[config.mk]
export PLATFORM = sky130hd
export DESIGN_NAME = seg7_monitor
export DESIGN_NICKNAME = d
export VERILOG_FILES = /design/src/rtl/seg7_pkg.sv /design/src/rtl/seg7_decode.sv /design/src/rtl/seg7_monitor.sv
export SDC_FILE = /design/constraint.sdc
export NUM_CORES = 1
export LEC_CHECK = 0
export CAP_MARGIN = 20
export CORE_MARGIN = 2
export CORE_UTILIZATION = 45
export DETAILED_ROUTE_END_ITERATION = 7
export GPL_ROUTABILITY_DRIVEN = 0
export PLACE_DENSITY = 0.69
export SLEW_MARGIN = 20
export SYNTH_ARGS = -nofsm -noshare
export SYNTH_HDL_FRONTEND = slang
export SYNTH_HIERARCHICAL = 1
export SYNTH_SLANG_ARGS = --single-unit
[constraint.sdc]
create_clock -name clk -period 3.3 [get_ports clk]
set_input_delay 0.66 -clock clk [delete_from_list [all_inputs] [get_ports clk]]
set_output_delay 0.66 -clock clk [all_outputs]
set_load 0.005 [all_outputs]
[src/rtl/seg7_pkg.sv]
// Shared constants and types for the 7-segment readback monitor.
// Patterns are active-low, ordered {g,f,e,d,c,b,a}.
package seg7_pkg;

    localparam logic [6:0] SEG_0     = 7'h40;
    localparam logic [6:0] SEG_1     = 7'h79;
    localparam logic [6:0] SEG_2     = 7'h24;
    localparam logic [6:0] SEG_3     = 7'h30;
    localparam logic [6:0] SEG_4     = 7'h19;
    localparam logic [6:0] SEG_5     = 7'h12;
    localparam logic [6:0] SEG_6     = 7'h02;
    localparam logic [6:0] SEG_7     = 7'h58;
    localparam logic [6:0] SEG_8     = 7'h00;
    localparam logic [6:0] SEG_9     = 7'h10;
    localparam logic [6:0] SEG_BLANK = 7'h7F;
    localparam logic [3:0] BCD_BLANK = 4'hF;

    typedef enum logic [1:0] {UNLOCKED, SETTLING, LOCKED} state_t;

    typedef struct packed {
        logic [3:0] digit;
        logic       legal;
    } dec_t;

endpackage

[src/rtl/seg7_decode.sv]
// Combinational pattern-to-digit decoder; illegal patterns report digit 0
// with legal deasserted.
module seg7_decode
    import seg7_pkg::*;
(
    input  logic [6:0] seg,
    output dec_t       dec
);

    always_comb begin
        dec = '{digit: 4'h0, legal: 1'b1};
        case (seg)
            SEG_0:     dec.digit = 4'd0;
            SEG_1:     dec.digit = 4'd1;
            SEG_2:     dec.digit = 4'd2;
            SEG_3:     dec.digit = 4'd3;
            SEG_4:     dec.digit = 4'd4;
            SEG_5:     dec.digit = 4'd5;
            SEG_6:     dec.digit = 4'd6;
            SEG_7:     dec.digit = 4'd7;
            SEG_8:     dec.digit = 4'd8;
            SEG_9:     dec.digit = 4'd9;
            SEG_BLANK: dec.digit = BCD_BLANK;
            default:   dec.legal = 1'b0;
        endcase
    end

endmodule

[src/rtl/seg7_monitor.sv]
// Readback monitor for both direction digit buses: samples, filters for
// stability, decodes the locked pattern and tracks illegal-pattern events.
module seg7_monitor
    import seg7_pkg::*;
#(
    parameter int STABLE_CYCLES = 4
) (
    input  logic       clk,
    input  logic       rst,
    input  logic [6:0] seg_a,
    input  logic [6:0] seg_b,
    input  logic       err_clr,
    output logic [3:0] bcd_a,
    output logic [3:0] bcd_b,
    output logic       valid,
    output logic       upd,
    output logic       err,
    output logic [7:0] err_cnt
);

    localparam logic [7:0] THRESH = 8'(STABLE_CYCLES);

    logic [13:0] samp_q;
    logic [7:0]  stab_cnt;
    logic [7:0]  cnt_nxt;
    state_t      state;
    dec_t        dec_a;
    dec_t        dec_b;
    logic        changed;
    logic        lock_entry;

    seg7_decode u_dec_a (.seg(samp_q[6:0]),  .dec(dec_a));
    seg7_decode u_dec_b (.seg(samp_q[13:7]), .dec(dec_b));

    // The incoming sample is next cycle's samp_q, so comparing it to the
    // current samp_q flags a change on the same edge samp_q takes it.
    assign changed    = (state == UNLOCKED) || ({seg_b, seg_a} != samp_q);
    assign cnt_nxt    = changed ? 8'd0 :
                        (stab_cnt >= THRESH) ? THRESH : stab_cnt + 8'd1;
    assign lock_entry = !changed && (state == SETTLING) && (cnt_nxt == THRESH);

    always_ff @(posedge clk or posedge rst) begin
        if (rst) begin
            samp_q   <= '0;
            stab_cnt <= '0;
            state    <= UNLOCKED;
            bcd_a    <= '0;
            bcd_b    <= '0;
            valid    <= 1'b0;
            upd      <= 1'b0;
            err      <= 1'b0;
            err_cnt  <= '0;
        end else begin
            samp_q   <= {seg_b, seg_a};
            stab_cnt <= cnt_nxt;
            upd      <= 1'b0;

            if (err_clr) begin
                err     <= 1'b0;
                err_cnt <= '0;
            end

            if (changed) begin
                state <= SETTLING;
                valid <= 1'b0;
            end else if (lock_entry) begin
                state <= LOCKED;
                if (dec_a.legal && dec_b.legal) begin
                    bcd_a <= dec_a.digit;
                    bcd_b <= dec_b.digit;
                    valid <= 1'b1;
                    upd   <= (dec_a.digit != bcd_a) || (dec_b.digit != bcd_b);
                end else begin
                    // A clear on the same edge still records this event.
                    valid   <= 1'b0;
                    err     <= 1'b1;
                    err_cnt <= err_clr ? 8'd1 :
                               (err_cnt == 8'hFF) ? 8'hFF : err_cnt + 8'd1;
                end
            end
        end
    end

endmodule

### Word-level counts from Yosys, hierarchy flattened

Index checks and enable logic that the tools add are counted.

| storage, ports and cells | value |
|---|---|
| register bits | 43 |
| bits of input ports | 17 |
| output and inout port bits | 19 |
| logic and storage cells | 76 |

| cells by class | value |
|---|---|
| add/subtract/negate cells | 2 |
| order comparisons | 1 |
| equal/unequal tests | 26 |
| muxes and demuxes | 24 |
| bitwise operators | 1 |
| reductions and logical operators | 13 |

Operators by type and width:

| kind | number |
|---|---|
| $pmux 4 s10 | 2 |
| $mux 8 | 8 |
| $eq 7x7->1 const B | 8 |
| $eq 7x5->1 const B | 6 |
| $eq 7x6->1 const B | 4 |
| $reduce_or 11->1 | 2 |
| $add 8x1->8 const B | 2 |
| $eq 7x2->1 const B | 2 |
| $logic_not 7->1 | 2 |
| $ne 14x14->1 | 1 |
| $mux 1 | 12 |
| $eq 8x3->1 const B | 1 |
| $eq 8x8->1 const B | 1 |
| $ge 8x3->1 const B | 1 |
| $ne 4x4->1 | 2 |
| $mux 2 | 2 |
| $logic_and 1x1->1 | 3 |
| $reduce_and 3->1 | 1 |
| $eq 2x1->1 const B | 1 |
| $logic_not 2->1 | 1 |
| $logic_or 1x1->1 | 2 |
| $reduce_bool 2->1 | 1 |
| $logic_not 1->1 | 1 |
| $not 1->1 | 1 |

### Longest topological paths before layout

Gate-level depths: netlist (run 1).

| depth | value |
|---|---|
| depth after elaboration | 7 |
| depth in mapped cells | 8 |
| gate-level depth less buffers | 7 |

### Cells and area by module

Netlist (run 1), hierarchy kept.

By module, submodules not included:

| module | instances | cells each | area each (um2) | sequential area each (um2) |
|---|---|---|---|---|
| seg7_monitor | 1 | 152 | 1853.0 | 1076.0 |
| seg7_decode | 2 | 36 | 241.5 | 0.0 |

### Worst setup path after synthesis (run 1)

No wires, ideal clock.

| timing path | value |
|---|---|
| path kind | register -> register |
| start | reg samp_q[1] |
| end | reg err_cnt[5] |
| library setup time | 125 ps |
| data arrival time | 1998 ps |
| required time | 3175 ps |
| path slack | 1177 ps |
| stages on the path, launching flop included | 8 |
| buffers on the path | 1 |
| period minus slack after synthesis | 2123 ps |
| path through | dfrtp_1 -> buf_6 -> or4b_1 -> o32a_1 -> nand3b_1 -> a21o_1 -> nor3_1 -> mux2_2 |

RTL lines:

| element | RTL line | RTL |
|---|---|---|
| start, declared | seg7_monitor.sv:23 | `logic [13:0] samp_q;` |
| start signal, assigned | seg7_monitor.sv:54 | `samp_q <= {seg_b, seg_a};` |
| end signal, assigned | seg7_monitor.sv:77 | `err_cnt <= err_clr ? 8'd1 :` |
| end, declared | seg7_monitor.sv:18 | `output logic [7:0] err_cnt` |

### Worst setup path after layout (run 1)

| timing path | value |
|---|---|
| start | in seg_a[2] |
| end | reg bcd_a[2] |

| between the ends | value |
|---|---|
| longest elaborated chain between the ends | 6 |
| elaborated cells between the ends (all ways) | 9 |
| those cells by class | 2 x eq/ne; 1 x mux; 1 x bitwise; 5 x reduce/logical |

Ends and longest elaborated chain:

| element | RTL line | RTL |
|---|---|---|
| start, declared | seg7_monitor.sv:10 | `input logic [6:0] seg_a,` |
| $ne 14x14->1 * | seg7_monitor.sv:37 | `assign changed = (state == UNLOCKED) \|\| ({seg_b, seg_a} != samp_q);` |
| $logic_or 1x1->1 * | seg7_monitor.sv:37 |  |
| $mux 8 / $logic_not 1->1 (equally long branches) | seg7_monitor.sv:38, seg7_monitor.sv:40 |  |
| $eq 8x3->1 / $logic_and 1x1->1 (equally long branches) | seg7_monitor.sv:40 | `assign lock_entry = !changed && (state == SETTLING) && (cnt_nxt == THRESH);` |
| $logic_and 1x1->1 | seg7_monitor.sv:40 |  |
| $reduce_and 3->1 (no line) * | - |  |
| end signal, assigned | seg7_monitor.sv:69 | `bcd_a <= dec_a.digit;` |
| end, declared | seg7_monitor.sv:13 | `output logic [3:0] bcd_a,` |

Mark *: on every way between the ends. The rest lies on a longest branch, timed or not.
A chain may end at the register's enable or synchronous reset.

==> results.toml, run 1 <==
[logic_synthesis]
netlist.area_leader.share_pct = 46.1
synth_top_family_by_area = "simple AND/OR/NAND/NOR gates"
muxShareOfSynthArea_pct = 4.34
netlist_area_um2 = 2340
synthCells = 224
synth-main-ff-cell = "dfrtp_1"
async_flop_share_pct = 100
synth_cell_types = 45
synth_warnings = 6
synth_xor_area_share_pct = 9.75
ys_seq_area_share_pct = 46.1
avgSynthCellArea_um2 = 10.4
yosys.area_share.simple_pct = 20.8
synth.area.top_cells = "dfrtp_1, xor2_1, mux2_2"
synth_area_leader_cell = "dfrtp_1"
ys_seq_elements = 43
synth_fa_ha_area_share_pct = 1.61
synth_edf_count = 0
synth_compound_area_share_pct = 12.7

[clock_tree]
max-clock-path-buffers = 2
numCtsBuffers = 5
clkSlewWorstSetupHoldPaths_ps = 80
htreeDepth = 2
cts_tree = "done"
cts_num_sinks = 43
worst_skew_pair.late_latency_ps = 290
holdBufCountCts = 0
postCtsResizedCells = 0
root_buffer = "clkbuf_8"
cts_setup_buffers = 0

[global_route]
grt.total_usage_pct = 17.3
grt_max_degree = 44
antenna_found_initial = 0
grt_pass1_vias = 1721
grt.overflow.total = 0
grt_pass1_wl_mm = 8.10

[cells_and_area]
num_antenna_cells = 0
stdcell_area_um2 = 2830
final_common_cell = "dfrtp_1"
fin_nets = 281
syn2layout_area_growth_pct = 21.0
layout-drive-gt1-share_pct = 10.3
final_cell_mix = "dfrtp_1, clkdlybuf4s50_1, xor2_1"

[floorplanning]
core_area_um2 = 5040
die_h_um = 76.1
die-width_um = 76.1
rows = 26
initial_core_util_pct = 46.3
pin_count = 36
dieArea_um2 = 5780

[power_and_ir_drop]
p_clk_share_pct = 35.4
switchingPower_mw = 0.256
p_seq_share_pct = 55.8
power_density_nw_per_um2 = 357
peakVddDrop_v = 0.000369
power_mw = 1.01
p_comb_share_pct = 8.8
leakagePower_nw = 1.27
internal_power_mw = 0.753
switching_share_pct = 25.4

[flow_run]
drv_cap = 0

[critical_path]
required_ps = 3470
cp-startpoint = "seg_a[2]"
r2r_start = "samp_q[8]"
endpoint_kind = "flop"
critPathKind = "in2reg"
startpoint_type = "input port"
crit_arrival_ps = 2790
crit_fanout = 10

[sta]
fin_tns_setup_ps = 0
setup_viol = 0
finalMaxSlewViolations = 0
skew_ps = 11.1
finalHoldViolCount = 0
tightest_slew_ps = 571
fmax_mhz = 382
period_needed_ps = 2620
rsz0062_at_grt = "false"
slew_headroom_pct = 61.9
post-route-period-util_pct = 79.2

[placement]
portBuffers = 35
dp_hpwl_mm = 3.43
dpl_cell_area_um2 = 2730

[worst_hold_path]
worstHoldStart = "stab_cnt[0]"
min_path_type = "reg2reg"

[outcome]
status = "finished, final reports clean"

[detailed_routing]
dr.pass1.iters = 4
vias_per_cell = 5.52
dr_total_vias = 1832
drt.antenna.violating_nets = 0
drt_wl_total_mm = 4.77
wl_per_cell_um = 14.4
drc = 0
drt_iter0_drc = 133
## worst max-delay path, cell delays in order
cell,delay (ps)
clkdlybuf4s50_1,450
xor2_1,160
nor4_1,400
and4_1,510
nand4_4,250
mux2_2,340
## path summary, 6_finish.rpt
kind	slack, ps	cells after the start	endpoint
setup reg to reg	870	7	err_cnt[6]
hold reg to reg	520	1	stab_cnt[0]
min in group asynchronous	810	3	err
setup / recovery	680	6	bcd_a[2]
max in group asynchronous	2120	3	samp_q[8]
hold / removal	520	1	stab_cnt[0]
## cell usage after synthesis (2+ instances only)
| cell type | number |
|---|---|
| and3_1 | 4 |
| o22a_2 | 2 |
| a211oi_1 | 3 |
| nor3_2 | 2 |
| o31ai_1 | 2 |
| and3b_1 | 2 |
| buf_2 | 6 |
| or3_1 | 2 |
| inv_1 | 10 |
| a21oi_1 | 9 |
| or4_4 | 2 |
| nor4_1 | 6 |
| nor2b_1 | 2 |
| nand3b_1 | 3 |
| xnor2_1 | 2 |
| o221ai_1 | 2 |
| or4b_1 | 2 |
| nand3_1 | 7 |
| o21a_1 | 3 |
| a31o_1 | 2 |
| and4_1 | 3 |
| and4b_2 | 2 |
| a22o_1 | 2 |
| o32a_1 | 2 |
| buf_6 | 3 |
| o22ai_1 | 3 |
| a31oi_1 | 6 |
| or4_1 | 2 |
| mux2_2 | 9 |
| xor2_1 | 24 |
| nand4_1 | 2 |
| nor2_1 | 14 |
| a311oi_1 | 2 |
| nand2_1 | 16 |
| ha_1 | 3 |
| dfrtp_1 | 43 |
| nor3_1 | 7 |
## sequential cells by signal, indices dropped and copies added, names as in the netlist
name	flops
stab_cnt	8
err_cnt	8
upd	1
bcd_b	4
samp_q	14
err	1
valid	1
state	2
bcd_a	4
## per-layer routing
| layer | routed length (um) | global-route usage, % | share of wire (%) | up-vias |
|---|---|---|---|---|
| met5 | 0 | 0 | 0 | - |
| met3 | 212 | 4.38 | 4.4 | 4 |
| met2 | 2310 | 29.0 | 49 | 45 |
| li1 | - | - | - | 893 |
| met4 | 50 | 5.09 | 1.0 | 0 |
| met1 | 2190 | 22.3 | 46 | 890 |
## kinds of logic after synthesis
group	after synthesis
fa+ha+maj	3
flops	43
other cells	1
simple gates	81
xor+xnor	26
buf+inv	20
compound gates	41
mux	9
## through the flow
step / hold WS, ps / cells / setup WS, ps / utilization, %
after floorplan: 462 / 228 / 1180 / -
after global placement: 493 / 324 / 369 / 54.1
after detailed placement: 498 / 324 / 365 / 54.1
after CTS: 514 / 332 / 665 / 56.1
after global routing: 544 / 332 / 504 / 56.1
final: 516 / 332 / 685 / 56.1
## power groups by stage
stage,clock (mW),sequential (mW),combinational [mW]
2_1_floorplan,0,0.558,0.0685
3_3_place_gp,0,0.573,0.0888
3_5_place_dp,0,0.573,0.0897
4_1_cts,0.369,0.562,0.0900
5_1_grt,0.387,0.566,0.0992
6_report,0.357,0.563,0.0886
## layout make-up
class                   instances  area [um2]
fillers                       443        2210
multi-input cells             165        1170
flip-flops and latches         43        1080
repair buffers                 36         358
well taps                      70        87.6
clock buffers                   6        82.6
inverters                      10        37.5
clock inverters                 2        16.3
Note: power is estimated with default switching activity, not from simulation.
==> run 2, diff against run 1 <==
- clock period: 3.3 -> 2.5 ns (I/O delays scaled with it)
==> run 2 against run 1 <==
Utilization increased by 2.1 points. Sequential cell count unchanged. Combinational power grew 57%. Clock skew decreased by 5.9 ps. Clock power rose by 59%. Critical path type is now reg2reg. Largest power group unchanged. Highest routed layer unchanged.
==> results.toml, run 2 (synthesis gave the netlist of run 1 again) <==
[cells_and_area]
reg_top3 = "samp_q (14), err_cnt (8), stab_cnt (8)"
num_antenna_cells = 0
stdcell_area_um2 = 2940
final_common_cell = "dfrtp_1"
layout-drive-gt1-share_pct = 14.2
num-fill-cells = 441
final_cell_mix = "dfrtp_1, clkdlybuf4s50_1, xor2_1"
fin_nets = 293
syn2layout_area_growth_pct = 25.7
largest_register_ffs = 14
top_register = "samp_q"
instances_no_fill = 344
post-route-util_pct = 58.2

[detailed_routing]
drc = 0
dr.pass1.iters = 5
drt_wl_total_mm = 4.90
vias_per_cell = 5.48
drt_iter0_drc = 148
drt.antenna.violating_nets = 0
dr_total_vias = 1885
wl_per_cell_um = 14.3

[clock_tree]
cts_num_sinks = 43
worst_skew_pair.late_latency_ps = 310
root_buffer = "clkbuf_8"
cts_tree = "done"
htreeDepth = 2
cts_setup_buffers = 0
clkSlewWorstSetupHoldPaths_ps = 90
max-clock-path-buffers = 2
numCtsBuffers = 5
postCtsResizedCells = 0
holdBufCountCts = 0

[global_route]
grt_pass1_wl_mm = 8.44
antenna_found_initial = 0
grt.overflow.total = 0
grt_max_degree = 44
grt.total_usage_pct = 18.2
grt_pass1_vias = 1804

[sta]
finalHoldViolCount = 0
rsz0062_at_grt = "false"
setup_viol = 0
tightest_slew_ps = 539
skew_ps = 5.20
fmax_mhz = 425
period_needed_ps = 2350
finalMaxSlewViolations = 0
slew_headroom_pct = 64.1
post-route-period-util_pct = 94.0
fin_tns_setup_ps = 0

[power_and_ir_drop]
peakVddDrop_v = 0.000340
leakagePower_nw = 1.34
power_density_nw_per_um2 = 490

[critical_path]
cp_num_buf_inv = 1
critPathKind = "reg2reg"
startpoint_type = "flop"
cp-startpoint = "samp_q[1]"
required_ps = 2710
crit_arrival_ps = 2560
crit_slowest_cell = "or4b_1"
cp_cell_sequence = "or4b_1 -> o32a_1 -> nand3b_1 -> a21o_1 -> nor2_1 -> buf_4 -> a311oi_1"
r2r_start = "samp_q[1]"
crit_family = "simple AND/OR/NAND/NOR gates"
endpoint_kind = "flop"
max_stage_delay_ps = 560
crit_fanout = 9

[worst_hold_path]
min_path_type = "reg2reg"
worstHoldStart = "stab_cnt[0]"

[floorplanning]
die-width_um = 76.1
dieArea_um2 = 5780
rows = 26
pin_count = 36
die_h_um = 76.1
core_area_um2 = 5040
initial_core_util_pct = 46.3

[placement]
dp_hpwl_mm = 3.54
placed_cells = 336
dpl_cell_area_um2 = 2820
portBuffers = 35

[flow_run]
drv_cap = 0

[outcome]
status = "finished, final reports clean"
-- run 2: changes by cell type in the layout (fill, tap and decap cells not counted), sizes merged --
| cell | change |
|---|---|
| clkinvlp | -1 |
| clkbuf | -1 |
| bufinv | +1 |
| buf | +12 |
| inv | +1 |
-- run 2: metal layers --
metal	up-vias	global-route usage, %	routed length, um
met5	-	0	0
met4	0	5.64	62
met3	5	4.86	266
met2	54	29.4	2390
met1	910	24.2	2180
li1	916	-	-
-- run 2: power by group --
part | switching [mW] | internal, mW | leakage, nW
combinational | 0.0727 | 0.0664 | 0.731
clock | 0.264 | 0.303 | 0.0587
sequential | 0.0223 | 0.710 | 0.552
total | 0.359 | 1.08 | 1.34
-- run 2: cell type report --
type / instances / area (um2) / share of cell area [%]
clock buffers: 5 / 68.8 / 2.34
multi-input cells: 165 / 1170 / 39.9
repair buffers: 48 / 448 / 15.3
flip-flops and latches: 43 / 1080 / 36.7
inverters: 10 / 37.5 / 1.28
clock inverters: 3 / 47.5 / 1.62
well taps: 70 / 87.6 / 2.98
-- run 2: path summary, 6_finish.rpt --
kind	to	slack (ps)	depth (start not counted)
worst max-delay path	err_cnt[1]	150	7
min in group asynchronous	samp_q[11]	630	3
worst min register to register	stab_cnt[0]	500	1
worst min-delay path	stab_cnt[0]	500	1
worst max register to register	err_cnt[1]	150	7
max in group asynchronous	samp_q[6]	1510	3
-- run 2: worst register-to-register path, stage by stage (launching register included) --
cell	delay, ps
dfrtp_1	480
or4b_1	560
o32a_1	320
nand3b_1	230
a21o_1	220
nor2_1	50
buf_4	150
a311oi_1	240
-- run 2: metrics by stage --
stage	hold slack (ps)	setup slack (ps)	power (mW)
2_1_floorplan	462	377	0.827
3_3_place_gp	477	55.6	0.884
3_5_place_dp	491	12.3	0.886
4_1_cts	503	164	1.46
5_1_grt	538	26.0	1.50
6_report	500	149	1.44
==> run 3, diff against run 2 <==
- SETUP_SLACK_MARGIN: default -> 0.3
==> run 3 against run 2 <==
Wire length grew 10%. Worst hold slack lost 0.87 ps. Sequential cell count is the same. Count of clock-buffer cells in the layout is the same. Register-to-register slack gained 120 ps. Critical endpoint is now err_cnt[3]. Largest cell class unchanged.
==> results.toml, run 3 (synthesis gave the netlist of run 1 again) <==
[detailed_routing]
drc = 0
wl_per_cell_um = 15.2
dr_total_vias = 1975
vias_per_cell = 5.53
drt.antenna.violating_nets = 0
dr.pass1.iters = 5
drt_wl_total_mm = 5.41
drt_iter0_drc = 162

[critical_path]
crit_fanout = 6
r2r_start = "samp_q[1]"
endpoint_kind = "flop"
r2r-end = "err_cnt[3]"
critPathKind = "reg2reg"
reg2reg_depth = 7
startpoint_type = "flop"
crit_arrival_ps = 2440
cp_num_buf_inv = 1
max_stage_delay_ps = 530
crit_family = "simple AND/OR/NAND/NOR gates"
worst-r2r-setup-slack_ps = 270
required_ps = 2710
cp_cell_sequence = "or4b_1 -> o32a_1 -> nand3b_1 -> a21o_1 -> nor2_1 -> buf_4 -> a311oi_2"
crit_slowest_cell = "or4b_1"

[floorplanning]
core_area_um2 = 5040
initial_core_util_pct = 46.3
pin_count = 36
dieArea_um2 = 5780
die_h_um = 76.1
die-width_um = 76.1
rows = 26

[sta]
fmax_mhz = 448
fin_tns_setup_ps = 0
post-route-period-util_pct = 89.3
tightest_slew_ps = 554
slew_headroom_pct = 63.0
skew_ps = 7.42
finalMaxSlewViolations = 0
setup_viol = 0
period_needed_ps = 2230
rsz0062_at_grt = "true"
fin_ws_ps = 267
finalHoldViolCount = 0

[cells_and_area]
reg_top3 = "samp_q (14), err_cnt (8), stab_cnt (8)"
layout-drive-gt1-share_pct = 24.0
instances_no_fill = 357
syn2layout_area_growth_pct = 33.5
top_register = "samp_q"
fin_nets = 306
post-route-util_pct = 61.9
num_antenna_cells = 0
largest_register_ffs = 14
final_common_cell = "dfrtp_1"
final_cell_mix = "dfrtp_1, clkdlybuf4s50_1, xor2_1, buf_4, nand2_1"
stdcell_area_um2 = 3120

[clock_tree]
clkSlewWorstSetupHoldPaths_ps = 90
max-clock-path-buffers = 2
root_buffer = "clkbuf_8"
holdBufCountCts = 0
htreeDepth = 2
cts_tree = "done"
worst_skew_pair.late_latency_ps = 310
cts_num_sinks = 43
numCtsBuffers = 5

[global_route]
grt_pass1_wl_mm = 8.61
grt_pass1_vias = 1864
grt_max_degree = 44
grt.total_usage_pct = 18.6
grt.overflow.total = 0
antenna_found_initial = 0

[power_and_ir_drop]
power_density_nw_per_um2 = 472
peakVddDrop_v = 0.000339
leakagePower_nw = 1.42

[worst_hold_path]
min_path_type = "reg2reg"
worstHoldStart = "stab_cnt[0]"
holdPathEnd = "stab_cnt[0]"
hold_depth = 1

[placement]
dp_hpwl_mm = 3.54
dpl_cell_area_um2 = 2820
dp_slack_ps = 12.3
portBuffers = 35
placed_cells = 336

[flow_run]
drv_cap = 0

[outcome]
status = "finished, final reports clean"
run 3: changes by cell type in the layout (fill, tap and decap cells not counted), sizes merged:
cell	before	now
buf	13	25
nand4	3	4
run 3: cell type report:
type / instances / area, um2
clock inverter: 3 / 47.5
fill: 414 / 1920
multi-input combinational: 166 / 1250
sequential: 43 / 1080
timing repair buffer: 60 / 542
inverter: 10 / 37.5
tap: 70 / 87.6
clock buffer: 5 / 68.8
run 3: worst max path at each step:
stage	from	endpoint	depth (start not counted)
finish	samp_q[1]	err_cnt[3]	7
global route	samp_q[8]	err_cnt[5]	8
CTS	samp_q[1]	err_cnt[3]	7
detailed placement	seg_a[4]	bcd_b[2]	6
global placement	seg_a[6]	bcd_b[3]	6
floorplan	samp_q[1]	err_cnt[5]	7
run 3: stage by stage:
stage | hold slack [ps] | power [mW]
finish | 499 | 1.47
global route | 539 | 1.53
CTS | 503 | 1.47
detailed placement | 491 | 0.886
global placement | 477 | 0.884
floorplan | 462 | 0.827
run 3: worst reg2reg max path: stages, from the launching register on:
cell and delay [ps]:
dfrtp_2 440, or4b_1 530, o32a_1 320, nand3b_1 210, a21o_1 210, nor2_1 50
buf_4 160, a311oi_2 210
run 3: report_power, final:
group / total, mW / leakage, nW / internal [mW] / switching, mW
Clock: 0.575 / 0.0587 / 0.303 / 0.272
Sequential: 0.730 / 0.546 / 0.711 / 0.0183
Combinational: 0.167 / 0.813 / 0.0789 / 0.0880
Total: 1.47 / 1.42 / 1.09 / 0.378
run 3: timing repair:
| item | CTS | global route |
|---|---|---|
| endpoints found under the setup margin | 16 | 17 |
| pin swaps | 4 | 4 |
| cloned | 0 | 1 |
| gates resized for setup | 8 | 12 |
| endpoints found under the hold margin | 0 | 0 |
| buffers inserted | 9 | 3 |
run 3: metal layers:
metal  vias up  wire (um)  track usage, %
li1        939          -               -
met1       962       2340            24.1
met2        67       2700            30.7
met5         -          0               0
met3         7        295            4.86
met4         0         68            5.64
